===== src/rtl/multicycle_pc_ctrl_pkg.sv =====
// Shared encodings for the multi-cycle CPU controller: FSM states, op_class codes, pc_src codes.
// Also holds the helper that picks the PC source for an instruction.
package multicycle_pc_ctrl_pkg;

   localparam logic [3:0] S_INIT = 4'd0;
   localparam logic [3:0] S_IF   = 4'd1;
   localparam logic [3:0] S_IW   = 4'd2;
   localparam logic [3:0] S_ID   = 4'd3;
   localparam logic [3:0] S_EX   = 4'd4;
   localparam logic [3:0] S_ST   = 4'd5;
   localparam logic [3:0] S_LD   = 4'd6;
   localparam logic [3:0] S_RDW  = 4'd7;
   localparam logic [3:0] S_WB   = 4'd8;

   typedef enum logic [2:0] {
      OP_R   = 3'd0,
      OP_I   = 3'd1,
      OP_LD  = 3'd2,
      OP_ST  = 3'd3,
      OP_BR  = 3'd4,
      OP_J   = 3'd5,
      OP_JAL = 3'd6,
      OP_NOP = 3'd7
   } op_class_e;

   localparam logic [1:0] PC_SEQ = 2'd0;
   localparam logic [1:0] PC_BR  = 2'd1;
   localparam logic [1:0] PC_JMP = 2'd2;

   function automatic logic [1:0] pc_src_for(input logic [2:0] op, input logic taken);
      if (op == OP_BR && taken)
         return PC_BR;
      else if (op == OP_J || op == OP_JAL)
         return PC_JMP;
      else
         return PC_SEQ;
   endfunction

endpackage


===== src/rtl/multicycle_pc_ctrl_perf_counter.sv =====
// Free-running enable counter used for the controller's optional performance counters.
// Wraps modulo 2^W; synchronous active-high reset clears it.
module multicycle_pc_ctrl_perf_counter #(
   parameter int W = 32
) (
   input  logic         clk,
   input  logic         rst,
   input  logic         en,
   output logic [W-1:0] cnt
);

   always_ff @(posedge clk) begin
      if (rst)
         cnt <= '0;
      else if (en)
         cnt <= cnt + W'(1);
   end

endmodule


===== src/rtl/multicycle_pc_ctrl.sv =====
// Main FSM of the multi-cycle CPU: fetch, decode, execute, memory and writeback sequencing.
// Optional cycle/instruction counters are built only when PERF_CNT_EN is defined.
//
//  state  | meaning
//  INIT   | post-reset idle, leaves unconditionally
//  IF     | instruction fetch request outstanding
//  IW     | waiting for instruction data, latch IR
//  ID     | decode; NOP retires here
//  EX     | execute, PC update
//  ST     | store request outstanding
//  LD     | load request outstanding
//  RDW    | waiting for load data
//  WB     | register file write
module multicycle_pc_ctrl
   import multicycle_pc_ctrl_pkg::*;
#(
   parameter int PC_SRC_W = 2,
   parameter int CNT_W    = 32
) (
   input  logic                clk,
   input  logic                rst,
   input  logic [2:0]          op_class,
   input  logic                branch_taken,
   input  logic                inst_req_ready,
   input  logic                inst_valid,
   input  logic                mem_req_ready,
   input  logic                read_data_valid,
   output logic                inst_req_valid,
   output logic                inst_ready,
   output logic                ir_wen,
   output logic                mem_read,
   output logic                mem_write,
   output logic                read_data_ready,
   output logic                pc_write,
   output logic [PC_SRC_W-1:0] pc_src,
   output logic                rf_wen,
   output logic [3:0]          state_o
`ifdef PERF_CNT_EN
   ,
   output logic [CNT_W-1:0]    cycle_cnt,
   output logic [CNT_W-1:0]    inst_cnt
`endif
);

   logic [3:0]          state;
   logic [3:0]          state_nxt;
   logic [PC_SRC_W-1:0] pc_src_q;
   logic                nop_retire;

   always_comb begin
      state_nxt = state;
      case (state)
         S_INIT: state_nxt = S_IF;
         S_IF:   if (inst_req_ready)  state_nxt = S_IW;
         S_IW:   if (inst_valid)      state_nxt = S_ID;
         S_ID:   state_nxt = (op_class == OP_NOP) ? S_IF : S_EX;
         S_EX: begin
            case (op_class)
               OP_LD:                    state_nxt = S_LD;
               OP_ST:                    state_nxt = S_ST;
               OP_BR, OP_J, OP_NOP:      state_nxt = S_IF;
               default:                  state_nxt = S_WB;
            endcase
         end
         S_ST:   if (mem_req_ready)   state_nxt = S_IF;
         S_LD:   if (mem_req_ready)   state_nxt = S_RDW;
         S_RDW:  if (read_data_valid) state_nxt = S_WB;
         S_WB:   state_nxt = S_IF;
         default: state_nxt = S_INIT;
      endcase
   end

   assign inst_req_valid  = (state == S_IF);
   assign inst_ready      = (state == S_IW);
   assign ir_wen          = inst_ready & inst_valid;
   assign mem_read        = (state == S_LD);
   assign mem_write       = (state == S_ST);
   assign read_data_ready = (state == S_RDW);
   assign rf_wen          = (state == S_WB);
   assign state_o         = state;

   // A NOP retires from ID, so it carries the PC update that EX would otherwise make.
   assign nop_retire = (state == S_ID) && (op_class == OP_NOP);
   assign pc_write   = (state == S_EX) || nop_retire;
   assign pc_src     = pc_write ? PC_SRC_W'(pc_src_for(op_class, branch_taken)) : pc_src_q;

   always_ff @(posedge clk) begin
      if (rst) begin
         state    <= S_INIT;
         pc_src_q <= '0;
      end else begin
         state <= state_nxt;
         if (pc_write)
            pc_src_q <= pc_src;
      end
   end

`ifdef PERF_CNT_EN
   multicycle_pc_ctrl_perf_counter #(.W(CNT_W)) u_cycle_cnt (
      .clk (clk),
      .rst (rst),
      .en  (1'b1),
      .cnt (cycle_cnt)
   );

   multicycle_pc_ctrl_perf_counter #(.W(CNT_W)) u_inst_cnt (
      .clk (clk),
      .rst (rst),
      .en  (pc_write),
      .cnt (inst_cnt)
   );
`endif

endmodule


===== config.mk =====
export PLATFORM = sky130hd
export DESIGN_NAME = multicycle_pc_ctrl
export DESIGN_NICKNAME = d
export VERILOG_FILES = /design/src/rtl/multicycle_pc_ctrl_pkg.sv /design/src/rtl/multicycle_pc_ctrl_perf_counter.sv /design/src/rtl/multicycle_pc_ctrl.sv
export SDC_FILE = /design/constraint.sdc
export NUM_CORES = 1
export LEC_CHECK = 0
export CORE_AREA = 4 4 41 43
export DETAILED_ROUTE_END_ITERATION = 12
export DIE_AREA = 0 0 45 47
export DONT_BUFFER_PORTS = 1
export SYNTH_ARGS = -nofsm -noshare
export SYNTH_HDL_FRONTEND = slang
export SYNTH_SLANG_ARGS = --single-unit

===== constraint.sdc =====
create_clock -name clk -period 4.9 [get_ports clk]
set_clock_uncertainty 0.05 [all_clocks]
set_input_delay 0.98 -clock clk [delete_from_list [all_inputs] [get_ports clk]]
set_output_delay 0.98 -clock clk [all_outputs]
set_load 0.005 [all_outputs]

# Word level (Yosys, flattened, before mapping)
# Cells that the tools add are included.
[op_classes]
n_eq_ne = 19
n_mux = 11
bitwise_logic = 1
reduce_logical = 8
[op_table]
columns = ["operator", "n"]
rows = [
  ["$pmux W4 S8", 1],
  ["$mux W4", 5],
  ["$eq A4 B3 Y1 const B", 4],
  ["$eq A3 B3 Y1 const B", 4],
  ["$pmux W4 S3", 1],
  ["$ne A2 B2 Y1 const B", 5],
  ["$eq A4 B2 Y1 const B", 2],
  ["$eq A3 B2 Y1 const B", 2],
  ["$mux W2", 3],
  ["$reduce_and A5 Y1", 1],
  ["$eq A4 B1 Y1 const B", 1],
  ["$eq A4 B4 Y1 const B", 1],
  ["$logic_not A4 Y1", 1],
  ["$mux W3", 1],
  ["$reduce_or A3 Y1", 1],
  ["$logic_and A1 B1 Y1", 2],
  ["$logic_or A1 B1 Y1", 2],
  ["$reduce_or A2 Y1", 1],
  ["$and A1 B1 Y1", 1],
]
[word_totals]
ff_bits = 6
in_bits = 10
out_inout_bits = 14
wordCells = 41

# Logic depth before layout (Yosys ltp)
# Gate-level depths: netlist of run 1.
[logic_depth]
ltp_word = 5
mapped_depth = 5
ltp_nobuf = 4

# Least setup slack after synthesis of run 1
# Ideal clock, no wire load.
[synth_timing]
path_type = "input -> output"
from = "input op_class[2]"
to = "output pc_src[0]"
arrival_time_ns = 1.825
slack_ns = 2.045
cell_stages = 4
path_cell_list = "and3_2 -> a21boi_4 -> nor2_2 -> mux2_2"
[synth_between]
elab_chain_cells = 4
elab_cells_between_ends = 7
[synth_rtl]
columns = ["element", "line_no", "source"]
rows = [
  ["from (decl)", "multicycle_pc_ctrl.sv:22", "input logic [2:0] op_class,"],
  ["$eq A3 B3 Y1", "multicycle_pc_ctrl.sv:83", "assign nop_retire = (state == S_ID) && (op_class == OP_NOP);"],
  ["$logic_and A1 B1 Y1", "multicycle_pc_ctrl.sv:83", ""],
  ["$logic_or A1 B1 Y1", "multicycle_pc_ctrl.sv:84", "assign pc_write = (state == S_EX) || nop_retire;"],
  ["via pc_write", "multicycle_pc_ctrl.sv:34", "output logic pc_write,"],
  ["$mux W2", "multicycle_pc_ctrl.sv:85", "assign pc_src = pc_write ? PC_SRC_W'(pc_src_for(op_class, branch_taken)) : pc_src_q;"],
  ["to (decl)", "multicycle_pc_ctrl.sv:35", "output logic [PC_SRC_W-1:0] pc_src,"],
]
# The timed path passes the listed nets, and every way through them passes these cells.

# Final worst setup path of run 1
[layout_timing]
from = "register state[2] (netlist: state_o[2])"
to = "output pc_src[0]"
[layout_between]
elab_chain_cells = 4
elab_cells_between_ends = 5
[layout_rtl]
columns = ["element", "line_no", "source"]
rows = [
  ["from (decl)", "multicycle_pc_ctrl.sv:45", "logic [3:0] state;"],
  ["from (signal assigned)", "multicycle_pc_ctrl.sv:92", "state <= state_nxt;"],
  ["$eq A4 B2 Y1", "multicycle_pc_ctrl.sv:83", ""],
  ["$logic_and A1 B1 Y1", "multicycle_pc_ctrl.sv:83", ""],
  ["$logic_or A1 B1 Y1 *", "multicycle_pc_ctrl.sv:84", ""],
  ["via pc_write", "multicycle_pc_ctrl.sv:34", ""],
  ["$mux W2 *", "multicycle_pc_ctrl.sv:85", ""],
]
# The timed path passes the listed nets; every way through them passes the cells marked *.

==> flow_summary_export.csv, run 1 <==
group,metric,value,unit
hold_path,holdPathStages,2,
sta,hold_violations,0,
cts,root_buffer,"clkbuf_4",
drt,via_per_inst,6.01,
pwr,switching_share,0.402,
cts,numCtsBuffers,3,
layout,stdcell_area,593,µm²
layout,syn_to_final_growth,2.60,%
place,pre_cts_ws,1990,ps
cts,cts_resized,0,
pwr,vdd_ir_drop_max,0.000194,V
layout,final_core_util,0.456,
place,gp_congestion,0.781,
pwr,p_leak,0.217,nW
pwr,power_switching,86.5,µW
global_route,grt_pass1_wl,2.11,mm
place,placed_area,571,µm²
drt,ant_nets,0,
pwr,comb_power_share,0.402,
worst_setup_path,path_max_fanout,15,
yosys,synth-seq-cells,6,
global_route,grtUsageTotal,0.138,
yosys,yosysSeqAreaShare,0.208,
worst_setup_path,cp_top_family,"simple AND/OR/NAND/NOR gates",
drt,via_count,535,
sta,setup_ws,1790,ps
hold_path,min_delay_worst_endpoint,"pc_src_q[1]",
sta,hold_slack,429,ps
global_route,antenna_found_initial,0,
worst_setup_path,r2r_cells,4,
worst_setup_path,crit_cells,4,
sta,finalMaxSlewViolations,0,
yosys,yosysWarnings,0,
yosys,syn_area,578,µm²
sta,min_period,3110,ps
drt,drtIter0Drc,11,
place,io_buffers,0,
worst_setup_path,r2r-start,"state_o[2]",
place,dp_cells,86,
sta,timing.final.crit_share,0.636,
yosys,avgSynthCellArea,7.71,µm²
sta,rsz0062_at_grt,"false",
global_route,overflow,0,
run_status,status,"completed",
sta,tightest_slew,517,ps
worst_setup_path,reg2reg_slack,3030,ps
worst_setup_path,critPathBufInv,0,
pwr,intPower,129,µW
drt,totalWireLength,1.30,mm
hold_path,hp-start,"pc_src_q[1]",
drt,dr.pass1.iters,4,
worst_setup_path,cp.arrival,2080,ps
pwr,clockPowerShare,0.206,
yosys,synth_cells,75,
sta,setup-tns-final,0,ps
yosys,synth.distinct_cells,35,
hold_path,hp-class,"flip-flop to flip-flop",
yosys,synth_xor_area_frac,0.0303,
worst_setup_path,crit_chain,"or3b_1 -> a21boi_4 -> nor2_2 -> mux2_2",
worst_setup_path,reg2reg_to,"pc_src_q[1]",
pwr,power.density,363,nW/µm²
layout,nets,86,
worst_setup_path,crit_slowest_cell,"dfxtp_1",
floorplan,die_h,47,µm
drt,drcViolationCount,0,
cts,clk_pin_slew,40,ps
worst_setup_path,worstSetupStartpointType,"flip-flop",
global_route,grt_start_max_net_pins,18,
drt,wl_per_cell,14.7,µm
worst_setup_path,cp.required,3870,ps
floorplan,core,1300,µm²
yosys,yosys.area_share.simple,0.379,
worst_setup_path,worstSetupPathType,"flip-flop to output pin",
cts,cts_tree,"yes",
cts,clk_path_buf_depth,2,
place,hpwl,999,µm
yosys,syn_nets,85,
cts,cts_sinks,6,
cts,cts_hold_buf,0,
floorplan,die_area,2120,µm²
yosys,synth_mux_area_frac,0.0909,
global_route,grt_pass1_vias,485,
floorplan,ios,24,
pwr,pwr-share-seq,0.393,
yosys,synthAdderAreaFrac,0,
sta,fmax,0.321,GHz
layout,drive_above_1_share,0.176,
sta,setup_violations,0,
sta,relSlewSlack,0.655,
layout,n_antenna_cell,0,
floorplan,start_util,0.444,
worst_setup_path,critPathMaxStageDelay,620,ps
yosys,synth_compound_gate_area_share,0.221,
floorplan,rows,13,
yosys,synth_top_family_by_area,"simple AND/OR/NAND/NOR gates",
floorplan,die_w,45,µm
cts,htreeDepth,1,
layout,stdcell_count,89,
cts,insertion_delay,240,ps
pwr,power,215,µW
worst_setup_path,critPathCaptureType,"output pin",
cts,post-cts-setup-buffer-count,0,
job,drv_cap,0,
area by class of cell:
| cell class | instances | area (µm²) |
|---|---|---|
| Fill cell | 145 | 708 |
| Multi-Input combinational cell | 61 | 417 |
| Sequential cell | 6 | 120 |
| Tap cell | 15 | 18.8 |
| Inverter | 4 | 15.0 |
| Clock buffer | 3 | 22.5 |
cell families (layout without fill, tap and decap cells):
logic type / after synthesis / in the layout
simple gates: 37 / 37
compound gates: 17 / 17
buf+inv: 8 / 7
flops: 6 / 6
mux: 5 / 5
xor+xnor: 2 / 2
power by group through the flow:
stage          combinational [mW]  clock [mW]  sequential (mW)
2_1_floorplan              0.0965           0           0.0667
3_3_place_gp               0.0861           0           0.0857
6_report                   0.0864      0.0443           0.0845
4_1_cts                    0.0872      0.0462           0.0845
5_1_grt                    0.0990      0.0518           0.0878
3_5_place_dp               0.0870           0           0.0851
worst reg2reg max path, delay by kind of cell (launching register included):
kind / cells / cell delay (ps)
compound gates: 2 / 220
simple gates: 2 / 920
flops: 1 / 620
sequential cells by signal, indices dropped and copies added (netlist names):
| signal | count |
|---|---|
| pc_src_q | 2 |
| state_o | 4 |
metal layers:
layer | GRT usage | wire length [µm] | up-vias
li1 | - | - | 269
met1 | 0.158 | 561 | 245
met2 | 0.232 | 627 | 21
met3 | 0.0805 | 115 | 0
met4 | 0.0175 | 0 | 0
met5 | 0 | 0 | -
how the worst max path moves through the flow:
stage | from | to | slack [ps]
floorplan | op_class[2] | pc_src[0] | 2040
global placement | op_class[2] | pc_src[0] | 2000
detailed placement | op_class[2] | pc_src[0] | 1990
CTS | state_o[2] | pc_src[0] | 1770
global route | state_o[2] | pc_src[1] | 1650
finish | state_o[2] | pc_src[0] | 1790
cell usage in the layout, fill, tap and decap left out, types with 2 or more instances in the layout:
cell       n
nor2_1     8
inv_1      4
mux2_2     2
a21oi_1    3
clkbuf_4   3
nand2_1    3
nand2b_1   7
nor3_1     5
dfxtp_1    6
xnor2_1    2
o21ai_0    5
a2111oi_0  2
mux2i_1    3
synth_stat cells:
library cell | number | area, µm²
nor2_1 | 8 | 30.0
nand2b_1 | 7 | 43.8
dfxtp_1 | 6 | 120
nor3_1 | 5 | 25.0
o21ai_0 | 5 | 25.0
inv_1 | 4 | 15.0
a21oi_1 | 3 | 15.0
buf_2 | 3 | 15.0
mux2i_1 | 3 | 30.0
nand2_1 | 3 | 11.3
a2111oi_0 | 2 | 17.5
mux2_2 | 2 | 22.5
xnor2_1 | 2 | 17.5
a211oi_1 | 1 | 7.51
a21boi_4 | 1 | 18.8
a221o_1 | 1 | 10.0
a31oi_1 | 1 | 6.26
and2_1 | 1 | 6.26
and3_1 | 1 | 6.26
and3_2 | 1 | 7.51
and3b_2 | 1 | 10.0
buf_6 | 1 | 11.3
nand3_1 | 1 | 5.00
nor2_2 | 1 | 6.26
nor2b_1 | 1 | 6.26
nor3b_1 | 1 | 7.51
nor4b_1 | 1 | 8.76
o21ai_2 | 1 | 8.76
o31a_1 | 1 | 8.76
o32a_1 | 1 | 10.0
or2_2 | 1 | 6.26
or2b_1 | 1 | 7.51
or3b_1 | 1 | 8.76
or3b_2 | 1 | 8.76
or4b_4 | 1 | 13.8
(Power assumes the default switching activity.)
==> run 2: changes to the inputs <==
==> constraint.sdc (replaced) <==
create_clock -name clk -period 2.7 [get_ports clk]
set_clock_uncertainty 0.05 [all_clocks]
set_input_delay 0.54 -clock clk [delete_from_list [all_inputs] [get_ports clk]]
set_output_delay 0.54 -clock clk [all_outputs]
set_load 0.005 [all_outputs]
==> run 2 against run 1 <==
Compared with the run above:
- routed wire length grew 2.7%
- clock-buffer cell count unchanged
- worst hold slack worse by 99 ps
- combinational power increased by 92%
- clock power up 85%
- sequential share of layout area decreased by 0.25 points
- flip-flop and latch count unchanged
==> flow_summary_export.csv, run 2 (synthesized netlist as in run 1, its figures left out) <==
group,metric,value,unit
floorplan,die_h,47,µm
pwr,power.density,658,nW/µm²
hold_path,hp-start,"rst",
sta,hold_violations,0,
pwr,pwr-share-seq,0.373,
layout,layout_commonest_cell,"nor2_1",
sta,rsz0062_at_grt,"false",
place,gp_congestion,0.743,
drt,dr.pass1.iters,4,
worst_setup_path,worstSetupStartpointType,"flip-flop",
pwr,power_switching,160,µW
floorplan,start_util,0.444,
drt,totalWireLength,1.34,mm
global_route,grt_start_max_net_pins,18,
cts,numCtsBuffers,3,
layout,mostFrequentLayoutCells,"8 x nor2_1, 7 x nand2b_1, 6 x dfxtp_1",
pwr,comb_power_share,0.420,
sta,setup-tns-final,0,ps
cts,clk_path_buf_depth,2,
cts,cts_hold_buf,0,
global_route,overflow,0,
place,hpwl,1.03,mm
worst_setup_path,reg2reg_slack,850,ps
layout,syn_to_final_growth,3.90,%
worst_setup_path,crit_start,"state_o[0]",
job,drv_cap,0,
worst_setup_path,r2r-start,"state_o[0]",
worst_setup_path,critPathMaxStageDelay,470,ps
drt,wl_per_cell,14.9,µm
global_route,grt_pass1_wl,2.19,mm
global_route,grtUsageTotal,0.142,
cts,cts_resized,0,
hold_path,hp-class,"input pin to flip-flop",
sta,setup_violations,0,
floorplan,rows,13,
pwr,vdd_ir_drop_max,0.000311,V
worst_setup_path,crit_chain,"or3b_1 -> a21boi_4 -> nor2_2 -> mux2_2",
cts,post-cts-setup-buffer-count,0,
sta,timing.final.crit_share,0.944,
cts,htreeDepth,1,
worst_setup_path,path_max_fanout,17,
cts,clk_pin_slew,50,ps
pwr,intPower,236,µW
worst_setup_path,reg2reg_to,"state_o[2]",
drt,drcViolationCount,0,
sta,min_period,2550,ps
pwr,power,395,µW
floorplan,ios,24,
floorplan,die_area,2120,µm²
worst_setup_path,cp.required,2110,ps
floorplan,core,1300,µm²
pwr,switching_share,0.404,
place,io_buffers,0,
cts,cts_sinks,6,
run_status,status,"completed",
sta,finalMaxSlewViolations,0,
worst_setup_path,r2r_cells,4,
worst_setup_path,critPathBufInv,0,
layout,n_antenna_cell,0,
worst_setup_path,cp_top_family,"simple AND/OR/NAND/NOR gates",
worst_setup_path,cp.arrival,1960,ps
layout,largest_register_ff_count,4,
layout,drive_above_1_share,0.187,
worst_setup_path,crit_slowest_cell,"or3b_1",
cts,root_buffer,"clkbuf_4",
cts,cts_tree,"yes",
worst_setup_path,critPathCaptureType,"output pin",
layout,nets,87,
drt,via_per_inst,5.91,
worst_setup_path,crit_cells,4,
cts,insertion_delay,240,ps
drt,via_count,532,
worst_setup_path,worstSetupEndpoint,"pc_src[0]",
global_route,grt_pass1_vias,525,
floorplan,die_w,45,µm
sta,tightest_slew,518,ps
drt,ant_nets,0,
drt,drtIter0Drc,5,
sta,fmax,0.393,GHz
worst_setup_path,worstSetupPathType,"flip-flop to output pin",
pwr,clockPowerShare,0.207,
pwr,p_leak,0.222,nW
global_route,antenna_found_initial,0,
sta,relSlewSlack,0.654,
-- run 2: cell count changes in the layout (fill, tap and decap cells not counted) --
cell,previous run,this run
buf_4,0,1
-- run 2: area by class of cell --
type,count,area [µm²]
timing repair buffer,1,7.51
inverter,4,15.0
clock buffer,3,22.5
multi-input combinational,61,417
fill,147,701
tap,15,18.8
sequential,6,120
-- run 2: stage by stage --
stage / instance area [µm²] / std cells / setup slack (ps) / hold WS, ps / utilization
after global routing: 601 / 90 / 19.2 / 325 / 0.462
after detailed placement: 578 / 87 / 410 / 419 / 0.444
after CTS: 601 / 90 / 134 / 326 / 0.462
after global placement: 578 / 87 / 437 / 414 / 0.444
after floorplan: 578 / 75 / 586 / 396 / -
final: 601 / 90 / 152 / 330 / 0.462
-- run 2: worst min path at each step --
| stage | end | slack (ps) | cells past startpoint |
|---|---|---|---|
| final | state_o[1] | 330 | 1 |
| after global routing | state_o[1] | 330 | 1 |
| after CTS | state_o[1] | 330 | 1 |
| after detailed placement | pc_src_q[1] | 420 | 2 |
| after global placement | pc_src_q[1] | 410 | 2 |
| after floorplan | pc_src_q[0] | 400 | 2 |
-- run 2: layer usage --
metal,GRT usage,share of wire
met4,0.0351,0
met1,0.143,0.41
met3,0.0728,0.096
met5,0,0
met2,0.260,0.49
-- run 2: worst reg2reg max path, stage by stage, from the launching register on --
cell	delay, ps
dfxtp_1	640
or3b_2	510
o32a_1	180
o21ai_0	170
mux2i_1	240
-- run 2: power by group through the flow --
| stage | combinational [mW] | clock [mW] | sequential (mW) |
|---|---|---|---|
| floorplan | 0.175 | 0 | 0.121 |
| global placement | 0.167 | 0 | 0.148 |
| detailed placement | 0.168 | 0 | 0.149 |
| CTS | 0.168 | 0.0857 | 0.147 |
| global route | 0.190 | 0.0906 | 0.153 |
| finish | 0.166 | 0.0818 | 0.148 |
==> run 3: changes to the inputs <==
--- a/config.mk
+++ b/config.mk
@@ -9,6 +9,7 @@
 export DETAILED_ROUTE_END_ITERATION = 12
 export DIE_AREA = 0 0 45 47
 export DONT_BUFFER_PORTS = 1
+export SETUP_SLACK_MARGIN = 0.02
 export SYNTH_ARGS = -nofsm -noshare
 export SYNTH_HDL_FRONTEND = slang
 export SYNTH_SLANG_ARGS = --single-unit
==> run 3 against run 2 <==
Compared with the run above:
- utilization grew 0.38 points
- flip-flop and latch count is the same
- first-iteration DRC count stayed put
- routed wire length is 0.60% higher
- cell area rose by 0.83%
- critical path depth did not move
- die area unchanged
- sequential power about the same
- largest power group unchanged
==> flow_summary_export.csv, run 3 (synthesized netlist as in run 1, its figures left out) <==
group,metric,value,unit
run_status,status,"completed",
sta,finalMaxSlewViolations,0,
drt,dr.pass1.iters,4,
drt,drcViolationCount,0,
cts,insertion_delay,240,ps
global_route,overflow,0,
cts,cts_hold_buf,0,
drt,totalWireLength,1.35,mm
layout,nets,87,
worst_setup_path,crit_chain,"or3b_1 -> a21boi_4 -> nor2_4 -> mux2_2",
cts,clk_path_buf_depth,2,
global_route,grtUsageTotal,0.142,
sta,relSlewSlack,0.654,
cts,cts_tree,"yes",
floorplan,ios,24,
hold_path,hp-class,"input pin to flip-flop",
sta,setup_violations,0,
sta,min_period,2460,ps
sta,hold_slack,331,ps
global_route,antenna_found_initial,0,
worst_setup_path,cp.arrival,1870,ps
pwr,switching_share,0.404,
layout,layout_commonest_cell,"nor2_1",
drt,ant_nets,0,
sta,fmax,0.406,GHz
cts,cts_sinks,6,
pwr,intPower,236,µW
worst_setup_path,crit_slowest_cell,"or3b_1",
place,io_buffers,0,
layout,mostFrequentLayoutCells,"8 x nor2_1, 7 x nand2b_1, 6 x dfxtp_1",
worst_setup_path,path_max_fanout,17,
layout,n_antenna_cell,0,
layout,drive_above_1_share,0.187,
hold_path,hp-start,"rst",
cts,numCtsBuffers,3,
floorplan,start_util,0.444,
worst_setup_path,r2r_cells,4,
cts,htreeDepth,1,
pwr,vdd_ir_drop_max,0.000312,V
sta,setup-tns-final,0,ps
sta,hold_violations,0,
layout,stdcell_count,90,
worst_setup_path,crit_start,"state_o[0]",
floorplan,rows,13,
layout,largest_register_ff_count,4,
job,drv_cap,0,
drt,via_count,531,
layout,syn_to_final_growth,4.76,%
pwr,comb_power_share,0.421,
worst_setup_path,critPathBufInv,0,
cts,clk_pin_slew,50,ps
pwr,power.density,655,nW/µm²
worst_setup_path,cp.required,2110,ps
pwr,pwr-share-seq,0.372,
drt,drtIter0Drc,5,
drt,wl_per_cell,15.0,µm
pwr,power,397,µW
cts,root_buffer,"clkbuf_4",
hold_path,holdPathStages,1,
worst_setup_path,critPathCaptureType,"output pin",
pwr,clockPowerShare,0.207,
sta,rsz0062_at_grt,"false",
floorplan,core,1300,µm²
cts,post-cts-setup-buffer-count,0,
worst_setup_path,reg2reg_slack,850,ps
worst_setup_path,r2r-start,"state_o[0]",
worst_setup_path,reg2reg_to,"state_o[2]",
place,hpwl,1.03,mm
worst_setup_path,cp_top_family,"simple AND/OR/NAND/NOR gates",
drt,via_per_inst,5.90,
layout,multiInputGateArea,422,µm²
place,dp_cells,87,
global_route,grt_pass1_vias,525,
floorplan,die_w,45,µm
pwr,p_leak,0.222,nW
worst_setup_path,critPathMaxStageDelay,470,ps
global_route,grt_start_max_net_pins,18,
floorplan,die_h,47,µm
sta,tightest_slew,518,ps
hold_path,min_delay_worst_endpoint,"state_o[1]",
worst_setup_path,worstSetupStartpointType,"flip-flop",
place,gp_congestion,0.743,
global_route,grt_pass1_wl,2.19,mm
layout,fillers,146,
pwr,power_switching,160,µW
floorplan,die_area,2120,µm²
sta,timing.final.crit_share,0.911,
layout,regArea,120,µm²
worst_setup_path,worstSetupPathType,"flip-flop to output pin",
[run 3: final cells by class]
type / count / area share
Clock buffer: 3 / 0.0372
Inverter: 4 / 0.0248
Multi-Input combinational cell: 61 / 0.696
Sequential cell: 6 / 0.198
Tap cell: 15 / 0.0310
Timing Repair Buffer: 1 / 0.0124
[run 3: metal layers]
metal	up-vias	track usage	part of all wire
met5	-	0	0
li1	274	-	-
met3	0	0.0728	0.098
met1	236	0.143	0.41
met2	21	0.260	0.49
met4	0	0.0351	0
[run 3: worst max path at each step]
stage,end,slack (ps),depth (start not counted)
2_1_floorplan,pc_src[0],590,5
3_3_place_gp,pc_src[0],440,4
3_5_place_dp,pc_src[0],410,4
4_1_cts,pc_src[0],130,4
5_1_grt,pc_src[1],110,4
6_report,pc_src[0],240,4
[run 3: per-stage QoR]
step / instance area (µm²) / utilization / setup WS [ps]
2_1_floorplan: 578 / - / 586
3_3_place_gp: 578 / 0.444 / 437
3_5_place_dp: 578 / 0.444 / 410
4_1_cts: 601 / 0.462 / 134
5_1_grt: 606 / 0.465 / 114
6_report: 606 / 0.465 / 239
[run 3: timing repair]
action                                  in CTS  in global routing
endpoints found under the hold margin        0                  0
endpoints found under the setup margin       0                  1
resized for setup                            0                  1
[run 3: power by group through the flow]
stage | Clock, mW | Combinational [mW] | Sequential, mW
after CTS | 0.0857 | 0.168 | 0.147
after global routing | 0.0906 | 0.191 | 0.153
after global placement | 0 | 0.167 | 0.148
after detailed placement | 0 | 0.168 | 0.149
final | 0.0820 | 0.167 | 0.148
after floorplan | 0 | 0.175 | 0.121
